### config.mk
export PLATFORM = sky130hd
export DESIGN_NAME = level_monitor_core
export DESIGN_NICKNAME = d
export VERILOG_FILES = /design/src/rtl/level_monitor_core.sv
export SDC_FILE = /design/constraint.sdc
export NUM_CORES = 1
export LEC_CHECK = 0
export ABC_CLOCK_PERIOD_IN_PS = 5500
export CAP_MARGIN = 20
export CORE_ASPECT_RATIO = 0.9
export CORE_MARGIN = 5
export CORE_UTILIZATION = 38
export CTS_BUF_LIST = sky130_fd_sc_hd__clkbuf_8 sky130_fd_sc_hd__clkbuf_16
export DETAILED_ROUTE_END_ITERATION = 10
export GPL_TIMING_DRIVEN = 0
export MAX_ROUTING_LAYER = met4
export PLACE_DENSITY = 0.55
export SETUP_SLACK_MARGIN = 0.5
export SKIP_CTS_REPAIR_TIMING = 1
export SYNTH_ARGS = -nofsm -noshare
export SYNTH_HDL_FRONTEND = slang
export SYNTH_SLANG_ARGS = --single-unit
### constraint.sdc
create_clock -name clk_100MHz -period 5.5 [get_ports clk_100MHz]
set_input_delay 0.825 -clock clk_100MHz [delete_from_list [all_inputs] [get_ports clk_100MHz]]
set_output_delay 0.825 -clock clk_100MHz [all_outputs]
set_load 0.02 [all_outputs]
### src/rtl/level_monitor_core.sv
// Level-measurement core: sensor glitch filter, threshold store, alarm FSM and level PWM.
// Define LEVEL_HYST_EN to add a one-step hysteresis band on the HIGH/LOW exits.
`timescale 1ns/1ps
module level_monitor_core #(
  parameter int N_SENSORS     = 8,
  parameter int LEVEL_W       = $clog2(N_SENSORS + 1),
  parameter int STABLE_CYCLES = 16,
  parameter int PWM_W         = 8
) (
  input  logic                 clk_100MHz,
  input  logic                 reset_button_n,
  input  logic [N_SENSORS-1:0] sensors_input,
  input  logic [N_SENSORS-1:0] setup_input,
  input  logic                 saveH_button,
  input  logic                 saveL_button,
  output logic [LEVEL_W-1:0]   level,
  output logic [LEVEL_W-1:0]   thr_high,
  output logic [LEVEL_W-1:0]   thr_low,
  output logic [1:0]           state,
  output logic                 alarm_high,
  output logic                 alarm_low,
  output logic                 fault,
  output logic                 led_pwm
);

  localparam logic [1:0] ST_NORMAL = 2'b00;
  localparam logic [1:0] ST_HIGH   = 2'b01;
  localparam logic [1:0] ST_LOW    = 2'b10;
  localparam logic [1:0] ST_FAULT  = 2'b11;

  localparam int                   CNT_W      = $clog2(STABLE_CYCLES);
  localparam logic [CNT_W-1:0]     CNT_MAX    = CNT_W'(STABLE_CYCLES - 1);
  localparam logic [CNT_W-1:0]     CNT_ACC    = CNT_W'(STABLE_CYCLES - 2);
  localparam logic [LEVEL_W-1:0]   LEVEL_FULL = LEVEL_W'(N_SENSORS);
  localparam logic [N_SENSORS-1:0] ONE_N      = N_SENSORS'(1);
  localparam int                   DUTY_W     = PWM_W + LEVEL_W;

  function automatic logic is_thermo(input logic [N_SENSORS-1:0] p);
    return (p & (p + ONE_N)) == '0;
  endfunction

  function automatic logic [LEVEL_W-1:0] popcount(input logic [N_SENSORS-1:0] p);
    logic [LEVEL_W-1:0] c;
    c = '0;
    for (int i = 0; i < N_SENSORS; i++) c = c + LEVEL_W'(p[i]);
    return c;
  endfunction

  logic [N_SENSORS-1:0] sens_s1, sens_s2, setup_s1, setup_s2;
  logic [1:0]           btn_s1, btn_s2, btn_prev, btn_rise;

  always_ff @(posedge clk_100MHz or negedge reset_button_n) begin
    if (!reset_button_n) begin
      sens_s1  <= '0;
      sens_s2  <= '0;
      setup_s1 <= '0;
      setup_s2 <= '0;
      btn_s1   <= '0;
      btn_s2   <= '0;
      btn_prev <= '0;
    end else begin
      sens_s1  <= sensors_input;
      sens_s2  <= sens_s1;
      setup_s1 <= setup_input;
      setup_s2 <= setup_s1;
      btn_s1   <= {saveH_button, saveL_button};
      btn_s2   <= btn_s1;
      btn_prev <= btn_s2;
    end
  end

  // bit 1 = saveH, bit 0 = saveL
  assign btn_rise = btn_s2 & ~btn_prev;

  logic [N_SENSORS-1:0] cand;
  logic [CNT_W-1:0]     stab_cnt;
  logic                 fault_cond;

  // The candidate is accepted on the sample that brings the run length to STABLE_CYCLES.
  always_ff @(posedge clk_100MHz or negedge reset_button_n) begin
    if (!reset_button_n) begin
      cand       <= '0;
      stab_cnt   <= '0;
      level      <= '0;
      fault_cond <= 1'b0;
    end else if (sens_s2 != cand) begin
      cand     <= sens_s2;
      stab_cnt <= '0;
    end else begin
      if (stab_cnt != CNT_MAX) stab_cnt <= stab_cnt + CNT_W'(1);
      if (stab_cnt >= CNT_ACC) begin
        if (is_thermo(cand)) begin
          level      <= popcount(cand);
          fault_cond <= 1'b0;
        end else begin
          fault_cond <= 1'b1;
        end
      end
    end
  end

  logic               setup_ok;
  logic [LEVEL_W-1:0] setup_val;

  assign setup_ok  = is_thermo(setup_s2);
  assign setup_val = popcount(setup_s2);

  // Simultaneous edges decode the same setup pattern, so the new pair is never
  // strictly ordered and neither threshold is written.
  always_ff @(posedge clk_100MHz or negedge reset_button_n) begin
    if (!reset_button_n) begin
      thr_high <= LEVEL_FULL;
      thr_low  <= '0;
    end else if (btn_rise == 2'b10) begin
      if (setup_ok && (setup_val > thr_low)) thr_high <= setup_val;
    end else if (btn_rise == 2'b01) begin
      if (setup_ok && (setup_val < thr_high)) thr_low <= setup_val;
    end
  end

  logic [LEVEL_W-1:0] high_exit, low_exit;

`ifdef LEVEL_HYST_EN
  assign high_exit = (thr_high == '0) ? '0 : thr_high - LEVEL_W'(1);
  assign low_exit  = (thr_low >= LEVEL_FULL) ? LEVEL_FULL : thr_low + LEVEL_W'(1);
`else
  assign high_exit = thr_high;
  assign low_exit  = thr_low;
`endif

  logic [1:0] state_next;

  always_comb begin
    state_next = state;
    if (fault_cond) begin
      state_next = ST_FAULT;
    end else begin
      case (state)
        ST_FAULT:  state_next = ST_NORMAL;
        ST_NORMAL: begin
          if (level >= thr_high)     state_next = ST_HIGH;
          else if (level <= thr_low) state_next = ST_LOW;
        end
        ST_HIGH:   if (level < high_exit) state_next = ST_NORMAL;
        ST_LOW:    if (level > low_exit)  state_next = ST_NORMAL;
        default:   state_next = ST_NORMAL;
      endcase
    end
  end

  always_ff @(posedge clk_100MHz or negedge reset_button_n) begin
    if (!reset_button_n) state <= ST_NORMAL;
    else                 state <= state_next;
  end

  assign alarm_high = (state == ST_HIGH);
  assign alarm_low  = (state == ST_LOW);
  assign fault      = (state == ST_FAULT);

  logic [PWM_W-1:0]  pwm_cnt;
  logic [DUTY_W-1:0] duty_lhs, duty_rhs;

  // Full-width compare: cnt*N < level*2^PWM_W gives exact level/N duty.
  assign duty_lhs = DUTY_W'(pwm_cnt) * DUTY_W'(N_SENSORS);
  assign duty_rhs = {level, {PWM_W{1'b0}}};

  always_ff @(posedge clk_100MHz or negedge reset_button_n) begin
    if (!reset_button_n) begin
      pwm_cnt <= '0;
      led_pwm <= 1'b0;
    end else begin
      pwm_cnt <= pwm_cnt + PWM_W'(1);
      led_pwm <= (duty_lhs < duty_rhs);
    end
  end

endmodule

==> run summary, run 1 <==
Cell Rows = 32
syn_nets = 328
dpl cells = 427
final hold vios = 0
vias in the first global route = 1969
PnR worst setup slack = 1.274 ns
Yosys reg bits = 74
register area = 1853 um^2
total clock buffers created by CTS = 9
hold_ws = 0.3503 ns
clock sinks = 74
clock skew = 0.009185 ns
max-slew violations = 0
Wirelength per Cell = 11.98 um
gpl congestion = 0.7397
Cell Pwr Density = 336.6 nW/um^2
vias = 1966
Post-DP HPWL = 4.097 mm
# IOs = 38
crit path cell chain = inv_1 -> fa_1 -> fa_1 -> fa_1 -> inv_1 -> ha_1 -> inv_1 -> fa_1 -> xnor2_1 -> ha_1 -> o21ai_0 -> o21ai_1 -> nor2_1 -> mux2_2
met3 global-route usage = 2.920%
Max Fclk = 0.2366 GHz
layout cells sized above 1 = 9.568%
leakage = 1.888 nW
initial antenna violation count = 0
Die Span Y = 99.22 um
Post-route DRC = 0
Seq/Total Area, Yosys = 55.14%
setup TNS = 0 ns
min cycle time layout = 4.226 ns
synth unique cells = 38
TritonCTS clock tree = yes
Max IR drop VDD = 112.4 uV
CP delay by family, top = adder cells
top-area cell type share of the netlist area = 54.36%
Slew HR = 73.39%
first-pass GRT wire length = 9.411 mm
Startpoint Class = flop
DR iter-0 viols = 29
status = complete, no violations
Starting Density = 39.04%
Routed WL = 5.307 mm
Total Routing Usage GR = 11.48%
critical path's largest stage delay = 0.57 ns
dominant synthesized flop cell = dfrtp_1
WP data required = 5.73 ns
clock latency on the worst-skew pair = 0.34 ns
DR vias/cell = 4.438
die area = 10830 um^2
synth warn = 0
post-route non-filler standard cell count = 443
pre-CTS WS = 1.284 ns
critical path peak fanout = 4
largest net degree at the start of global routing = 53
CP max-delay cell = fa_1
worst slew pin tran = 0.3962 ns
H-tree depth = 3
Syn Std Cell Area = 3361 um^2
number of synthesized flops with an enable pin = 0
Reg clk slew, reported paths = 0.08 ns
top post-synthesis cells by area = dfrtp_1 54%, ha_1 11%, fa_1 4.8%
GRT Residual Overflow = 0
nets = 377
clk buf depth = 2
RSZ-0062 raised after global routing = false
met1 usage = 15.98%
Final Cycle Share = 76.84%
max-cap violation count = 0
met2 usage = 15.39%
first-pass iteration count of the detailed router = 4
most common cell in the netlist = dfrtp_1
Commonest cells post-synth = 73 x dfrtp_1, 42 x inv_1, 30 x ha_1
CTS Root Cell = clkbuf_8
Multi-input gate area = 1320 um^2
Final setup viols = 0
ys async rst share = 100.0%
Crit path top cell by count = fa_1
ANT nets after route = 0
GR peak layer = met1
Layout area overhead = 21.26%
Mapped Cells = 270
fillcell total = 786
area leader, netlist = dfrtp_1
Core Region = 8608 um^2
Worst Path Arrival = 4.45 ns
die width = 109.1 um
CP endpoint kind = flop
WP buf/inv = 3
mean post-synth cell area = 12.45 um^2
Setup Crit Path Kind = flop to flop
diode count = 0
HP Class = flop to flop
PortBufs = 37
report_power, final:
group          switching, mW  internal (mW)  total, mW
Clock                  0.200          0.163      0.363
Sequential            0.0318          0.586      0.618
Combinational          0.198          0.193      0.391
sequential cells by signal, indices dropped and copies added (netlist names):
name / count
cand: 8
pwm_cnt: 8
sens_s1: 8
sens_s2: 8
setup_s1: 8
setup_s2: 8
level: 4
stab_cnt: 4
thr_high: 4
thr_low: 4
btn_prev: 2
btn_s1: 2
btn_s2: 2
state: 2
fault_cond: 1
led_pwm: 1
worst register-to-register path, cell delays in order, from the launching register on:
cell	delay, ns
dfrtp_1	0.37
inv_1	0.08
fa_1	0.57
fa_1	0.44
fa_1	0.44
inv_1	0.07
ha_1	0.16
inv_1	0.05
fa_1	0.38
xnor2_1	0.36
ha_1	0.31
o21ai_0	0.15
o21ai_1	0.08
nor2_1	0.29
mux2_2	0.38
per-stage QoR:
| step | utilization (%) | power (mW) | area, um^2 |
|---|---|---|---|
| after floorplan | - | 0.8772 | 3361 |
| after global routing | 47.34 | 1.473 | 4075 |
| after CTS | 47.34 | 1.397 | 4075 |
| final | 47.34 | 1.372 | 4075 |
| after global placement | 45.07 | 1.011 | 3880 |
| after detailed placement | 45.36 | 1.027 | 3905 |
layout by cell type, fill, tap and decap left out, drive strengths merged:
cell type and instances:
dfrtp 73, inv 44, clkdlybuf4s50 36, ha 30, clkbuf 17, xnor2 14
nor2b 9, o21ai 9, nand3 8, fa 8, mux2 8, a21oi 7
nand4 7, nor3 7, nor2 5, mux2i 5, nand2 4, xor2 3
nand2b 3, a2111oi 3, clkinv 3, or2 2, a211oi 2, clkinvlp 2
buf 2, and4 1, and3 1, and2 1, o211ai 1, a211o 1
o21a 1, o2bb2ai 1, o21bai 1, o211a 1, o22ai 1, a41oi 1
a221oi 1, dfstp 1
worst paths after layout:
kind                                    end           start  slack, ns  cells after the start
worst max-delay path             thr_low[2]     setup_s2[0]       1.27                     14
worst min-delay path             sens_s2[4]      sens_s1[4]       0.35                      0
worst max register to register   thr_low[2]     setup_s2[0]       1.27                     14
worst min register to register   sens_s2[4]      sens_s1[4]       0.35                      0
max in group asynchronous       thr_high[3]  reset_button_n       4.53                      2
min in group asynchronous        sens_s1[4]  reset_button_n       0.38                      1
cell families after synthesis:
family / after synthesis / synth area share [%]
multiplexers: 13 / 4.505
buffers and inverters: 50 / 5.585
AND/OR/NAND/NOR: 48 / 8.005
adder cells (fa/ha/maj): 38 / 15.93
flip-flops: 74 / 55.14
XOR/XNOR: 17 / 4.431
AO/OA/AOI/OAI: 30 / 6.404
layout make-up:
| cell class | count | share of cell area (%) |
|---|---|---|
| flip-flops and latches | 74 | 45.47 |
| multi-input cells | 146 | 32.39 |
| repair buffers | 38 | 9.702 |
| inverters | 42 | 3.869 |
| well taps | 119 | 3.654 |
| clock buffers | 9 | 3.040 |
| clock inverters | 7 | 1.136 |
| plain buffers | 8 | 0.7369 |
metal layers:
metal / routed length [um] / share of wire [%]
met1: 2720 / 51
met4: 88 / 1.7
met5: 0 / 0
met2: 2271 / 43
met3: 227 / 4.3
No activity file was read; power rests on OpenSTA's default activity.
==> run 2, diff against run 1 <==
Settings changed: ABC_CLOCK_PERIOD_IN_PS 5500 to 4400.
Clock period 5.5 ns to 4.4 ns, I/O delays scaled along.
==> run 2 against run 1 <==
  * First-iteration DRC count grew 10%
  * Final area grew 3.4%
  * Hold slack lost 0.14 ns
  * Core utilization grew 1.6 points
  * Fmax grew 1.4%
  * Sequential power grew 25%
  * Critical path type unchanged
  * Highest routed layer unchanged
==> run summary, run 2 (synthesis gave the netlist of run 1 again) <==
PortBufs = 37 (unchanged)
TritonCTS clock tree = yes
Cell Pwr Density = 430.0 nW/um^2 (+28%)
Post-DP HPWL = 4.097 mm (unchanged)
die area = 10830 um^2 (unchanged)
setup TNS = 0 ns (unchanged)
Cell Rows = 32 (unchanged)
vias in the first global route = 1969 (unchanged)
Design Area, Final = 4214 um^2 (+3.4%)
max-slew violations = 0 (unchanged)
commonest non-fill, non-tap cells in the layout = 73 x dfrtp_1, 39 x inv_1, 36 x clkdlybuf4s50_1
Final setup viols = 0 (unchanged)
Routed WL = 5.514 mm (+3.9%)
gpl congestion = 0.7397 (unchanged)
RSZ-0062 raised after global routing = true
Startpoint Class = flop
final hold vios = 0 (unchanged)
critical path peak fanout = 4 (unchanged)
# IOs = 38 (unchanged)
vias = 2001 (+1.8%)
Total Routing Usage GR = 11.48% (unchanged)
Layout area overhead = 25.39%
Placed Area = 3905 um^2 (unchanged)
Max Fclk = 0.2399 GHz (+1.4%)
Reg clk slew, reported paths = 0.08 ns (about the same)
clock skew = 0.009176 ns (-0.000008940 ns)
GRT Residual Overflow = 0 (unchanged)
DR vias/cell = 4.447 (+0.20%)
clock latency on the worst-skew pair = 0.34 ns (about the same)
Setup Crit Path Kind = flop to flop
die width = 109.1 um (unchanged)
nets = 384 (+1.9%)
post-route non-filler standard cell count = 450 (+1.6%)
CTS Root Cell = clkbuf_8
initial antenna violation count = 0 (unchanged)
first-pass iteration count of the detailed router = 4 (unchanged)
Die Span Y = 99.22 um (unchanged)
HP Class = input pin to async pin
total clock buffers created by CTS = 9 (unchanged)
FF-to-FF path depth = 14 (unchanged)
worst slew pin tran = 0.4022 ns (+0.005991 ns)
Worst Path Arrival = 4.40 ns (-0.05 ns)
H-tree depth = 3 (unchanged)
layout cells sized above 1 = 15.41% (+5.8 points)
clk buf depth = 2 (unchanged)
Final Cycle Share = 94.74% (+18 points)
hold_ws = 0.2109 ns (-0.1394 ns)
commonest non-fill, non-tap cell in the layout = dfrtp_1
diode count = 0 (unchanged)
ANT nets after route = 0 (unchanged)
clock sinks = 74 (unchanged)
WP data required = 4.63 ns (-1.10 ns)
Starting Density = 39.04% (unchanged)
PnR worst setup slack = 0.2314 ns (-1.042 ns)
dpl cells = 427 (unchanged)
first-pass GRT wire length = 9.411 mm (unchanged)
pre-CTS WS = 0.1841 ns (-1.100 ns)
largest net degree at the start of global routing = 53 (unchanged)
leakage = 1.935 nW (+2.5%)
DR iter-0 viols = 32 (+10%)
CP endpoint kind = flop
Total Power = 1.812 mW (+32%)
status = complete, no violations
min cycle time layout = 4.169 ns (-0.05764 ns)
Max IR drop VDD = 140.6 uV (+25%)
Core Region = 8608 um^2 (unchanged)
Wirelength per Cell = 12.25 um (+2.3%)
Post-route DRC = 0 (unchanged)
Slew HR = 73.13% (-0.26 points)
max-cap violation count = 0 (unchanged)
Final Util = 48.95% (+1.6 points)
## run 2: routing by layer
layer	up-vias	GRT usage, %	part of all wire (%)
li1	1001	-	-
met1	963	15.98	50
met2	30	15.39	44
met3	7	2.920	4.0
met4	0	5.825	1.6
met5	-	-	0
## run 2: critical path: stages, from the launching register on
cell and delay, ns:
dfrtp_1 0.38, inv_2 0.05, fa_1 0.56, fa_1 0.46
fa_1 0.46, inv_1 0.07, ha_2 0.18, inv_2 0.04
fa_2 0.62, inv_4 0.05, ha_4 0.26, nor2b_4 0.12
o211ai_1 0.09, a211o_2 0.41, mux2_4 0.31
## run 2: where the power goes
group / internal, mW / total [mW] / switching [mW]
Clock: 0.203 / 0.454 / 0.250
Sequential: 0.732 / 0.773 / 0.0406
Combinational: 0.304 / 0.585 / 0.281
Total: 1.24 / 1.81 / 0.572
## run 2: final timing paths
kind,slack [ns],to,startpoint
worst max-delay path,0.23,thr_high[2],setup_s2[3]
worst min-delay path,0.21,sens_s1[4],reset_button_n
worst max register to register,0.23,thr_high[2],setup_s2[3]
worst min register to register,0.35,sens_s2[4],sens_s1[4]
max in group asynchronous,3.59,thr_high[3],reset_button_n
min in group clk_100MHz,0.35,sens_s2[4],sens_s1[4]
## run 2: cell type report
cell class | instances | area [um^2]
Clock inverter | 7 | 46.29
Multi-Input combinational cell | 146 | 1404
Sequential cell | 74 | 1853
Timing Repair Buffer | 45 | 447.9
Fill cell | 765 | 4394
Tap cell | 119 | 148.9
Buffer | 8 | 30.03
Inverter | 42 | 160.2
Clock buffer | 9 | 123.9
==> run 3, diff against run 2 <==
Settings changed: CORE_UTILIZATION 38 to 50, CTS_BUF_LIST sky130_fd_sc_hd__clkbuf_8 sky130_fd_sc_hd__clkbuf_16 to sky130_fd_sc_hd__clkbuf_8, PLACE_DENSITY 0.55 to 0.69.
==> run 3 against run 2 <==
  * Clock skew shrank 0.0035 ns
  * Core utilization grew 15 points
  * Fmax is 0.27% higher
  * Clock power up 13%
  * Sequential share of layout area increased by 0.54 points
  * Global-route usage is 3.8 points higher
  * Sequential cell count unchanged
  * Highest routed layer unchanged
==> run summary, run 3 (synthesis gave the netlist of run 1 again) <==
status = complete, no violations
die area = 8463 um^2 (-22%)
max-slew violations = 0 (unchanged)
HP Class = flop to flop
CP delay by family, top = adder cells
hold_ws = 0.3509 ns (+0.1400 ns)
# IOs = 38 (unchanged)
Die Span Y = 87.78 um (-12%)
min cycle time layout = 4.157 ns (-0.01121 ns)
clock latency on the worst-skew pair = 0.34 ns (about the same)
critical path's largest stage delay = 0.61 ns (about the same)
Max Fclk = 0.2405 GHz (+0.27%)
commonest non-fill, non-tap cell in the layout = dfrtp_1
nets = 384 (unchanged)
Starting Density = 51.30% (+12 points)
Worst Path Arrival = 4.39 ns (about the same)
first-pass iteration count of the detailed router = 4 (unchanged)
total clock buffers created by CTS = 9 (unchanged)
Max IR drop VDD = 212.1 uV (+51%)
Cell Pwr Density = 444.5 nW/um^2 (+3.4%)
Post-route DRC = 0 (unchanged)
largest net degree at the start of global routing = 75 (+42%)
dpl cells = 397 (-7.0%)
diode count = 0 (unchanged)
initial antenna violation count = 0 (unchanged)
Total Routing Usage GR = 15.29% (+3.8 points)
Wirelength per Cell = 13.02 um (+6.2%)
register area = 1853 um^2 (unchanged)
switching power = 0.5670 mW (-0.96%)
DR iter-0 viols = 56 (+75%)
Routed WL = 5.481 mm (-0.60%)
Cell Rows = 28 (-13%)
PortBufs = 37 (unchanged)
clock sinks = 74 (unchanged)
gpl congestion = 0.8869 (+20%)
WP data required = 4.63 ns (about the same)
vias = 2031 (+1.5%)
crit path cell chain = inv_2 -> fa_1 -> fa_1 -> fa_1 -> inv_1 -> ha_2 -> inv_2 -> fa_2 -> inv_2 -> ha_4 -> nor2b_4 -> o211ai_1 -> a211o_2 -> mux2_4
vias in the first global route = 2123 (+7.8%)
Core Region = 6551 um^2 (-24%)
DR vias/cell = 4.824 (+8.5%)
P_int = 1.283 mW (+3.5%)
CTS Root Cell = clkbuf_8
Setup Crit Path Kind = flop to flop
die width = 96.42 um (-12%)
commonest non-fill, non-tap cells in the layout = 73 x dfrtp_1, 38 x inv_1, 36 x clkdlybuf4s50_1
H-tree depth = 3 (unchanged)
Reg clk slew, reported paths = 0.08 ns (about the same)
CP max-delay cell = fa_2
Startpoint Class = flop
worst slew pin tran = 0.8912 ns (+0.4890 ns)
clk buf depth = 2 (unchanged)
Final setup viols = 0 (unchanged)
critical path peak fanout = 4 (unchanged)
max-cap violation count = 0 (unchanged)
Multi-input gate area = 1384 um^2 (-1.4%)
fillcell total = 520 (-32%)
Layout area overhead = 23.86%
layout cells sized above 1 = 15.41% (unchanged)
GRT Residual Overflow = 0 (unchanged)
Seq pwr share = 41.7% (-1.0 points)
Final Cycle Share = 94.49% (-0.25 points)
Final Util = 63.54% (+15 points)
final hold vios = 0 (unchanged)
WP buf/inv = 4 (unchanged)
Post-DP HPWL = 3.866 mm (-5.6%)
setup TNS = 0 ns (unchanged)
ANT nets after route = 0 (unchanged)
clock skew = 0.005709 ns (-0.003467 ns)
post-route non-filler standard cell count = 421 (-6.4%)
first-pass GRT wire length = 9.570 mm (+1.7%)
RSZ-0062 raised after global routing = true
CP endpoint kind = flop
clock share of power = 27.7% (+2.7 points)
R2R setup slack = 0.24 ns (about the same)
Comb power frac = 30.6% (-1.7 points)
leakage = 1.937 nW (+0.10%)
switch share = 30.64% (-0.95 points)
TritonCTS clock tree = yes
Slew HR = 40.59% (-33 points)
-- run 3: final timing paths --
path / start / endpoint / depth (start not counted)
max in group asynchronous: reset_button_n / btn_prev[0] / 1
max: setup_s2[1] / thr_high[2] / 14
min reg2reg: sens_s1[1] / sens_s2[1] / 0
min in group asynchronous: reset_button_n / sens_s1[1] / 1
max reg2reg: setup_s2[1] / thr_high[2] / 14
min: sens_s1[1] / sens_s2[1] / 0
-- run 3: final cells by class --
class / instances / share of cell area [%]
inverters: 42 / 3.787
multi-input cells: 146 / 33.24
clock buffers: 9 / 2.976
repair buffers: 45 / 10.37
well taps: 90 / 2.705
flip-flops and latches: 74 / 44.51
clock inverters: 7 / 1.683
plain buffers: 8 / 0.7214
-- run 3: power groups by stage --
stage	registers (mW)	logic, mW	clock network (mW)
floorplan	0.817	0.280	0
global placement	0.785	0.472	0
detailed placement	0.786	0.490	0
CTS	0.774	0.497	0.524
global route	0.782	0.634	0.557
finish	0.772	0.566	0.512
-- run 3: layer usage --
| metal | vias to the layer above | GRT usage (%) | wire length [um] |
|---|---|---|---|
| met5 | - | - | 0 |
| met4 | 0 | 7.006 | 99 |
| li1 | 1002 | - | - |
| met2 | 41 | 22.51 | 2557 |
| met3 | 9 | 3.694 | 214 |
| met1 | 979 | 20.06 | 2610 |
-- run 3: through the flow --
stage / setup WS [ns] / power (mW) / instance area [um^2]
after detailed placement: 0.1455 / 1.276 / 3841
final: 0.2426 / 1.850 / 4163
after global routing: 0.1237 / 1.972 / 4163
after global placement: 0.2424 / 1.257 / 3844
after floorplan: 0.5348 / 1.096 / 3361
after CTS: 0.1284 / 1.795 / 4035
==> variant 1 (config.mk and constraints of run 3) <==
`STABLE_CYCLES`: 16 -> 32.
--- a/src/rtl/level_monitor_core.sv
+++ b/src/rtl/level_monitor_core.sv
@@ -4,7 +4,7 @@
 module level_monitor_core #(
   parameter int N_SENSORS     = 8,
   parameter int LEVEL_W       = $clog2(N_SENSORS + 1),
-  parameter int STABLE_CYCLES = 16,
+  parameter int STABLE_CYCLES = 32,
   parameter int PWM_W         = 8
 ) (
   input  logic                 clk_100MHz,
Behaviour: same outputs for any inputs over 10 cycles, from zero or initial values and one cycle with reset_button_n low; that may be too few to reach the edited logic, so the function may still have changed.
==> variant 1 against run 3 <==
First-iteration DRC count up 23%. Combinational power up 6.4%. Worst setup slack better by 0.044 ns. Sequential cell count grew 1. Via count down 0.30%. Critical path depth decreased by 2. Area after synthesis grew 1.5%. Final area up 1.7%. Total power up 4.6%. Die area rose by 1.3%. Wire length fell by 1.9%. Critical path type unchanged. Critical endpoint is now thr_low[2]$_DFFE_PN0P_. Largest cell class unchanged.
==> variant 1: results (changes against run 3) <==
Seq/total area - 44.4% (was 44.5%)
die span in x - 97.0 µm (was 96.4 µm)
leakage power - 1.99 nW (was 1.94 nW)
vias in the first global route - 2,043 (was 2,123)
wl on met1 - 2.55 mm (was 2.61 mm)
Int Power - 1.38 mW (was 1.28 mW)
syn_area_per_cell - 12.6 µm² (was 12.4 µm²)
Sequential Power Share - 40.7% (was 41.7%)
Worst R2R End - thr_low[2]$_DFFE_PN0P_ (was thr_high[2]$_DFFE_PN0P_)
Seq. pwr - 0.788 mW (was 0.772 mW)
Layout clock area frac - 4.93% (was 4.66%)
Clock Tree Buf Depth - 2 (unchanged)
Hold Path Stages - 0 (unchanged)
CTS Sinks - 75 (was 74)
Layout Skew - 0.00946 ns (was 0.00571 ns)
largest net degree at the start of global routing - 76 (was 75)
Worst EP arrival - 4.35 ns (was 4.39 ns)
met2 Use GR - 21.5% (was 22.5%)
Commonest cells post-synth - dfrtp_1 (74), inv_1 (36), ha_1 (31), xor2_1 (14), nor2b_1 (10) (was dfrtp_1 (73), inv_1 (42), ha_1 (30), xnor2_1 (14))
#MultiIn Comb - 150 (was 146)
R2R depth - 12 (was 14)
hold slack final - 0.347 ns (was 0.351 ns)
multi-input logic area - 1450 µm² (was 1380 µm²)
Cell Area, Placed - 3890 µm² (was 3840 µm²)
multi-input combinational area share - 34.2% (was 33.2%)
register-to-register setup slack - 0.29 ns (was 0.24 ns)
Total Routing Usage GR - 14.3% (was 15.3%)
worst hold endpoint - setup_s2[0]$_DFF_PN0_ (was sens_s2[1]$_DFF_PN0_)
NumNets Final - 382 (was 384)
Signal buf overhead - 10.6% (was 11.1%)
WL met2 - 2.48 mm (was 2.56 mm)
Netlist cell types - 39 (was 38)
Area contributors post-synth - dfrtp_1 (54%), ha_1 (11%), fa_1 (4.7%) (was dfrtp_1 (54%), ha_1 (11%), fa_1 (4.8%))
Routed WL per cell - 12.9 µm (was 13.0 µm)
GP Congestion - 0.810 (was 0.887)
Max-slew headroom - 40.4% (was 40.6%)
Critical path origin - setup_s2[3]$_DFF_PN0_ (was setup_s2[1]$_DFF_PN0_)
met3 Use GR - 3.47% (was 3.69%)
DP Worst Slack - 0.0844 ns (was 0.146 ns)
status - complete, no violations (unchanged)
Layout fillers - 517 (was 520)
hpwl dp - 3.88 mm (was 3.87 mm)
bufs w/o clock - 51 (was 53)
EDFF count, synth - 0 (unchanged)
syn_nets - 329 (was 328)
non-filler cells, final - 418 (was 421)
drt first-iter violations - 69 (was 56)
Inverters - 36 (was 42)
global routing usage on met1 - 18.1% (was 20.1%)
Seq/Total Area, Yosys - 55.1% (about the same)
worst vdd ir - 0.000204 V (was 0.000212 V)
Via Count - 2,025 (was 2,031)
==> variant 1: changes by cell type after synthesis, moves of 2 or more <==
cell / run 3 / this run
nor4_2: 0 / 2
inv_1: 42 / 36
mux2_2: 5 / 8
nor2b_1: 8 / 10
nor2_1: 5 / 9
xor2_1: 3 / 14
nor3_1: 7 / 3
nand4_1: 7 / 5
nand3_1: 8 / 4
xnor2_1: 14 / 5
o21ai_0: 8 / 5
==> variant 1: critical path, stage by stage (launching register included) <==
cell	delay, ns
dfrtp_1	0.42
fa_1	0.55
inv_1	0.05
fa_1	0.45
fa_1	0.51
inv_2	0.05
ha_4	0.16
fa_2	0.62
ha_4	0.22
a211oi_2	0.26
o211ai_1	0.14
nor2_2	0.22
mux2_2	0.36
==> variant 1: kinds of logic after synthesis <==
kind of cell	Yosys count	share of synthesized area, %
DFF	75	55.1
muxes	15	4.99
adders and majority gates	39	16.1
AOI/OAI and AO/OA	25	4.84
xor gates and xnor gates	19	4.88
buffers and inverters	45	5.17
and+or+nand+nor	52	8.95
==> variant 2 (flow settings as in run 3) <==
Made on the original files. Register the inputs `sensors_input`, `setup_input`, `saveH_button` and `saveL_button` before use, cleared by the reset. The logic sees them one clock later.
--- a/src/rtl/level_monitor_core.sv
+++ b/src/rtl/level_monitor_core.sv
@@ -35,6 +35,25 @@
   localparam logic [N_SENSORS-1:0] ONE_N      = N_SENSORS'(1);
   localparam int                   DUTY_W     = PWM_W + LEVEL_W;
 
+  logic [N_SENSORS-1:0] sensors_input_q;
+  logic [N_SENSORS-1:0] setup_input_q;
+  logic saveH_button_q;
+  logic saveL_button_q;
+
+  always_ff @(posedge clk_100MHz or negedge reset_button_n) begin
+    if (!reset_button_n) begin
+      sensors_input_q <= '0;
+      setup_input_q   <= '0;
+      saveH_button_q  <= '0;
+      saveL_button_q  <= '0;
+    end else begin
+      sensors_input_q <= sensors_input;
+      setup_input_q   <= setup_input;
+      saveH_button_q  <= saveH_button;
+      saveL_button_q  <= saveL_button;
+    end
+  end
+
   function automatic logic is_thermo(input logic [N_SENSORS-1:0] p);
     return (p & (p + ONE_N)) == '0;
   endfunction
@@ -59,11 +78,11 @@
       btn_s2   <= '0;
       btn_prev <= '0;
     end else begin
-      sens_s1  <= sensors_input;
+      sens_s1  <= sensors_input_q;
       sens_s2  <= sens_s1;
-      setup_s1 <= setup_input;
+      setup_s1 <= setup_input_q;
       setup_s2 <= setup_s1;
-      btn_s1   <= {saveH_button, saveL_button};
+      btn_s1   <= {saveH_button_q, saveL_button_q};
       btn_s2   <= btn_s1;
       btn_prev <= btn_s2;
     end
Behaviour: not the same (Yosys sat finds a counterexample within 4 cycles, from zero or initial values and one cycle with reset_button_n low).
==> variant 2 against run 3 <==
Area after synthesis grew 13%. Final area grew 11%. Synthesized cell count increased by 6.7%. Sequential cell count is 18 higher. Wire length rose by 6.3%. Total power is 11% higher. Maximum frequency increased by 0.33%. Worst setup slack improved by 0.014 ns. Critical endpoint unchanged. Largest power group unchanged.
==> variant 2: results (changes against run 3) <==
total routed wirelength - 5.82 mm (was 5.48 mm)
Worst EP arrival - 4.39 ns (about the same)
hpwl dp - 4.02 mm (was 3.87 mm)
Mapped Cells - 288 (was 270)
fraction of layout cells with a size suffix above 1 - 14.4% (was 15.4%)
PortBufs - 37 (unchanged)
largest net degree at the start of global routing - 72 (was 75)
slowest cell on the critical path - fa_2 (unchanged)
Synth Flop Type - dfrtp_1 (unchanged)
Critical path origin - setup_s2[3]$_DFF_PN0_ (was setup_s2[1]$_DFF_PN0_)
CTS HTree Levels - 3 (unchanged)
CP max FO - 4 (unchanged)
Async S/R FF share, synth - 100% (unchanged)
GP Congestion - 0.807 (was 0.887)
Commonest cells post-synth - dfrtp_1 (91), inv_1 (42), ha_1 (30), xnor2_1 (14) (was dfrtp_1 (73), inv_1 (42), ha_1 (30), xnor2_1 (14))
syn_nets - 346 (was 328)
Root Buffer - clkbuf_8 (unchanged)
Netlist cell types - 38 (unchanged)
Total Routing Usage GR - 13.8% (was 15.3%)
cell family with most CP delay - adder cells (unchanged)
Clock Tree Buf Depth - 2 (unchanged)
dpl cells - 422 (was 397)
worst skew pair latency - 0.35 ns
leakage power - 2.15 nW (was 1.94 nW)
status - complete, no violations (unchanged)
Layout Skew - 0.0116 ns (was 0.00571 ns)
clock share of power - 27.2% (was 27.7%)
measured slew at the worst slew-check pin - 0.359 ns (was 0.891 ns)
Synth Warn # - 0 (unchanged)
drt first-iter violations - 68 (was 56)
fin crit share - 94.2% (was 94.5%)
register-to-register setup slack - 0.26 ns
R2R depth - 14 (unchanged)
Pre-Repair DR Iteration Count - 4 (unchanged)
worst hold path type - in2async (was reg2reg)
NumNets Final - 402 (was 384)
Area contributors post-synth - dfrtp_1 (60%), ha_1 (9.8%), fa_1 (4.2%) (was dfrtp_1 (54%), ha_1 (11%), fa_1 (4.8%))
Sw Share - 29.5% (was 30.6%)
clock slew at reported path FFs - 0.09 ns
critical path class - reg2reg (unchanged)
Seq/Total Area, Yosys - 60.4% (was 55.1%)
Worst R2R End - thr_high[2]$_DFFE_PN0P_ (unchanged)
Routed WL per cell - 13.1 µm (was 13.0 µm)
initial antenna violation count - 0 (unchanged)
post-synth top area share - 59.8% (was 54.4%)
DP Worst Slack - 0.193 ns (was 0.146 ns)
CP max stage delay - 0.58 ns (was 0.61 ns)
Antenna Cells - 0 (unchanged)
global-route wire length before repair - 9.78 mm (was 9.57 mm)
vias in the first global route - 2,122 (was 2,123)
total CTS buffers - 9 (unchanged)
Via Count - 2,161 (was 2,031)
worst vdd ir - 0.000262 V (was 0.000212 V)
Cell Area, Placed - 4330 µm² (was 3840 µm²)
[variant 2: cell count changes after synthesis, sizes merged]
cell   change
dfrtp     +18
[variant 2: kinds of logic (layout without fill, tap and decap cells)]
group,count (synthesis),after routing,synth area share (%)
flops,92,92,60.4
buf+inv,50,110,4.92
simple gates,48,48,7.06
fa+ha+maj,38,38,14.1
compound gates,30,30,5.65
xor+xnor,17,17,3.91
mux,13,13,3.97
[variant 2: worst min-delay path by stage]
| stage | startpoint | end | slack [ns] |
|---|---|---|---|
| 2_1_floorplan | saveL_button_q$_DFF_PN0_ | btn_s1[0]$_DFF_PN0_ | 0.33 |
| 3_3_place_gp | sensors_input_q[3]$_DFF_PN0_ | sens_s1[3]$_DFF_PN0_ | 0.33 |
| 3_5_place_dp | sensors_input_q[2]$_DFF_PN0_ | sens_s1[2]$_DFF_PN0_ | 0.33 |
| 4_1_cts | reset_button_n | cand[6]$_DFFE_PN0N_ | 0.18 |
| 5_1_grt | reset_button_n | sensors_input_q[4]$_DFF_PN0_ | 0.19 |
| 6_report | reset_button_n | sensors_input_q[4]$_DFF_PN0_ | 0.19 |
[variant 2: final cells by class]
type,count,area [µm²]
fill,597,2850
sequential,92,2300
multi-input combinational,146,1370
timing repair buffer,45,448
inverter,42,158
clock buffer,9,124
tap,96,120
clock inverter,6,70.1
buffer,8,30.0
[variant 2: layer usage]
layer  track usage, %  vias to the layer above  share of wire, %
li1                 -                     1060                 -
met2             18.5                       48                47
met3             3.16                        6               4.0
met1             19.7                     1047                48
met5                -                        -                 0
met4             6.56                        0               1.0
[variant 2: power by group through the flow]
stage               clock network (mW)  logic, mW  registers, mW
global placement                     0      0.470          0.964
finish                           0.560      0.555          0.947
CTS                              0.578      0.489          0.949
global route                     0.617      0.618          0.957
floorplan                            0      0.278          0.993
detailed placement                   0      0.486          0.965
